**src/rtl/mixcolumn_seq.sv**
```systemverilog
// mixcolumn_seq: column-serial AES MixColumns engine.
// One shared single-column GF(2^8) mixer processes the four state columns on
// four consecutive clocks. The finished state is held until downstream
// takes it. A bypass flag, sampled with the state, skips mixing for the final
// AES round.
//
// Ports:
//   clk        sole clock, rising edge
//   reset      asynchronous, active-high reset
//   in_valid   upstream presents in_state / in_bypass
//   in_ready   block can accept a state (IDLE only)
//   in_state   128-bit AES state; column c = in_state[127-32c -: 32], row 0 = MSB
//   in_bypass  1 = pass the state through unmixed
//   out_valid  out_state holds a finished result (DONE)
//   out_ready  downstream accepts the result
//   out_state  result, same byte order as in_state
//   busy       high while mixing or holding a result
//   col_idx    column being mixed (0 outside COL)
module mixcolumn_seq (
  input  logic         clk,
  input  logic         reset,
  input  logic         in_valid,
  output logic         in_ready,
  input  logic [127:0] in_state,
  input  logic         in_bypass,
  output logic         out_valid,
  input  logic         out_ready,
  output logic [127:0] out_state,
  output logic         busy,
  output logic [1:0]   col_idx
);

  typedef enum logic [1:0] {StIdle, StCol, StDone} state_e;

  state_e       state_q;
  logic [127:0] st_q;
  logic [1:0]   col_q;

  logic [31:0]  col_in;
  logic [31:0]  col_mixed;

  // Multiply by x (i.e. by 2) in GF(2^8) with the AES reduction polynomial.
  function automatic logic [7:0] xtime(input logic [7:0] x);
    return {x[6:0], 1'b0} ^ (x[7] ? 8'h1b : 8'h00);
  endfunction

  // Select the column currently being mixed.
  always_comb begin
    col_in = st_q[127:96];
    unique case (col_q)
      2'd0: col_in = st_q[127:96];
      2'd1: col_in = st_q[95:64];
      2'd2: col_in = st_q[63:32];
      2'd3: col_in = st_q[31:0];
      default: col_in = st_q[127:96];
    endcase
  end

  // Shared single-column mixer.
  always_comb begin
    logic [7:0] a0, a1, a2, a3;
    logic [7:0] d0, d1, d2, d3;
    a0 = col_in[31:24];
    a1 = col_in[23:16];
    a2 = col_in[15:8];
    a3 = col_in[7:0];
    d0 = xtime(a0);
    d1 = xtime(a1);
    d2 = xtime(a2);
    d3 = xtime(a3);
    col_mixed = {d0 ^ (d1 ^ a1) ^ a2 ^ a3,
                 a0 ^ d1 ^ (d2 ^ a2) ^ a3,
                 a0 ^ a1 ^ d2 ^ (d3 ^ a3),
                 (d0 ^ a0) ^ a1 ^ a2 ^ d3};
  end

  always_ff @(posedge clk or posedge reset) begin
    if (reset) begin
      state_q <= StIdle;
      st_q    <= '0;
      col_q   <= '0;
    end else begin
      unique case (state_q)
        StIdle: begin
          if (in_valid) begin
            st_q    <= in_state;
            col_q   <= 2'd0;
            state_q <= in_bypass ? StDone : StCol;
          end
        end
        StCol: begin
          unique case (col_q)
            2'd0: st_q[127:96] <= col_mixed;
            2'd1: st_q[95:64]  <= col_mixed;
            2'd2: st_q[63:32]  <= col_mixed;
            2'd3: st_q[31:0]   <= col_mixed;
            default: st_q[127:96] <= col_mixed;
          endcase
          // col wraps back to 0 on the last column, leaving it clean for DONE.
          col_q <= col_q + 2'd1;
          if (col_q == 2'd3) begin
            state_q <= StDone;
          end
        end
        StDone: begin
          if (out_ready) begin
            state_q <= StIdle;
          end
        end
        default: state_q <= StIdle;
      endcase
    end
  end

  assign in_ready  = (state_q == StIdle);
  assign out_valid = (state_q == StDone);
  assign busy      = (state_q == StCol) || (state_q == StDone);
  assign col_idx   = (state_q == StCol) ? col_q : 2'd0;
  assign out_state = st_q;

endmodule

```
**config.mk**
```make
export PLATFORM = sky130hd
export DESIGN_NAME = mixcolumn_seq
export DESIGN_NICKNAME = d
export VERILOG_FILES = /design/src/rtl/mixcolumn_seq.sv
export SDC_FILE = /design/constraint.sdc
export NUM_CORES = 1
export LEC_CHECK = 0
export ABC_CLOCK_PERIOD_IN_PS = 4400
export CORE_MARGIN = 3
export CORE_UTILIZATION = 41
export CTS_BUF_LIST = sky130_fd_sc_hd__clkbuf_8
export DETAILED_ROUTE_END_ITERATION = 12
export GPL_ROUTABILITY_DRIVEN = 0
export PLACE_DENSITY_LB_ADDON = 0.08
export SLEW_MARGIN = 25
export SYNTH_ARGS = -nofsm -noshare
export SYNTH_HDL_FRONTEND = slang
export SYNTH_SLANG_ARGS = --single-unit
```
**constraint.sdc**
```tcl
create_clock -name clk -period 4.4 [get_ports clk]
set_input_delay 0.88 -clock clk [delete_from_list [all_inputs] [get_ports clk]]
set_output_delay 0.88 -clock clk [all_outputs]
set_load 0.01 [all_outputs]
```
==> results.ini <==
[critical_path]
crit_path_start_kind=flop
path_max_fanout=18
max_stage_delay_ps=880
endpoint_kind=flop
slowest_stage=a222oi_1
critPathKind=reg2reg
worstPathArrival_ps=4080
cp_cell_sequence=inv_1 -> ha_1 -> buf_4 -> a222oi_1 -> xnor2_1 -> mux2i_1 -> a21oi_1 -> nor3_1 -> o21ai_0
required_ps=4700

[timing]
setup_viol=0
clock.fmax_mhz=265
rsz0062_at_grt=no
hold_violations=0
fin_setup_tns_ps=0
slew_viol_final=0
slew_headroom_pct=26.4
skew_ps=16.6
worst_pin_slew_ps=1100
fin_crit_sh_pct=85.9
min_period_ps=3780

[synth]
yosysSeqAreaShare_pct=39.1
synthArstFlopShare_pct=100
synthCells=952
synth_ff_type=dfrtp_1
synth_area_leaders=dfrtp_1 (39%), xnor2_1 (10%), o21ai_0 (9.2%)
synth_edf_count=0
synth_top_cell_by_area=dfrtp_1
synth_seq_cells=132
netlist_area_um2=8450
syn-num-nets=1092
synth_area_per_cell_um2=8.87
post-synth-top-area-fraction_pct=39.1
yosys-top-cells-count=o21ai_0 (155), dfrtp_1 (132), a21oi_1 (104)
yosysMostFrequentCell=o21ai_0
yosysWarnings=0
synth_cell_types=36

[run_status]
outcome=completed

[cts]
clockBufferDepth=2
cts_num_sinks=132
post_cts_resized=0
clk_pin_slew_ps=90
postCtsSetupBuffers=0
cts_hold_buffers=0
cts_tree=done
htreeDepth=4
clock_latency_ps=460
cts_made_buffers=17
root_buffer=clkbuf_8

[layout]
fill_cells=1789
final_cell_area_um2=11800
num_antenna_cells=0
register_area_um2=3300
syn_to_final_growth_pct=39.8
multiInputGateArea_um2=4810
drive_above_1_share_pct=6.72
nets=1333
fin_util_pct=59.5
final_cells=1471

[grt]
antenna_found_initial=0
gr-total-overflow=0
grt.total_usage_pct=29.6
grt_pass1_vias=8066
grt_pass1_wl_um=50200
grt_max_degree=69

[worst_hold_path]
hold_class=reg2reg

[routing]
drt_iter0_drc=941
vias_per_cell=5.75
drt_wl_total_um=33700
drc=0
wl_per_cell_um=22.9
ant_nets=0
firstDrtPassIters=9
num_vias=8460

[die]
start_util_pct=42.6
pin_count=266
dieArea_um2=22400
core-area_um2=19800
rows=51
die_h_um=150
die_w_um=150

[place]
place_area_um2=11400
numPortBuffers=265
dp_cells=1439
hpwl_um=25700

[job]
maxCapViolations=0

-- final timing paths --
kind | from | cells after the start | slack, ps | to
worst max-delay path | col_q[0] | 9 | 620 | out_state[106]
worst min-delay path | out_state[82] | 2 | 530 | out_state[82]
worst max register to register | col_q[0] | 9 | 620 | out_state[106]
worst min register to register | out_state[82] | 2 | 530 | out_state[82]
max in group asynchronous | reset | 3 | 2590 | out_state[105]
min in group asynchronous | reset | 2 | 830 | out_state[55]
-- logic make-up (layout without fill, tap and decap cells) --
kind of cell             count (synthesis)  after routing  share of synthesized area (%)
multiplexers                            15             15                           1.78
XOR/XNOR                               165            165                           19.3
buffers and inverters                   88            342                           4.25
flip-flops                             132            132                           39.1
AO/OA/AOI/OAI                          333            333                           22.5
adder cells (fa/ha/maj)                  7              7                           1.04
AND/OR/NAND/NOR                        212            212                           12.0
-- flip-flops by register name, indices dropped and copies added (netlist names) --
name and cells:
col_q 2, out_state 128, state_q 2
-- worst max-delay path, delay by kind of cell, from the launching register on --
kind,cells,cell delay (ps)
compound gates,3,1220
xor+xnor,1,320
fa+ha+maj,1,370
buf+inv,2,390
flops,1,390
mux,1,370
simple gates,1,560
-- per-stage QoR --
step | hold slack (ps) | setup WS [ps]
6_report | 526 | 619
5_1_grt | 559 | 404
4_1_cts | 529 | 637
3_5_place_dp | 508 | 659
3_3_place_gp | 500 | 705
2_1_floorplan | 508 | 1550
-- placed cells by master, fill, tap and decap left out, types with 9 or more instances in the layout --
cell	n
a21oi_1	104
a222oi_1	32
a31oi_1	16
and3_1	78
buf_4	34
clkbuf_8	17
clkdlybuf4s50_1	265
dfrtp_1	132
mux2i_1	15
nand2_1	75
nor2_1	48
o21ai_0	155
xnor2_1	98
xnor3_1	9
xor2_1	54
-- per-layer routing --
metal	GRT usage, %	part of all wire (%)	vias to the layer above
met5	0	0	-
met4	7.19	1.7	0
met3	6.75	10	40
met2	45.3	45	481
met1	42.8	43	4073
li1	-	-	3866
-- area by class of cell --
| class | count | area share (%) |
|---|---|---|
| multi-input cells | 732 | 40.7 |
| flip-flops and latches | 132 | 28.0 |
| repair buffers | 301 | 24.9 |
| well taps | 265 | 2.81 |
| clock buffers | 17 | 1.98 |
| clock inverters | 15 | 1.31 |
| inverters | 9 | 0.318 |
Power is left out: the tool's default activity adds up to more than one toggle a clock period on the data nets, which glitch-free logic cannot reach.
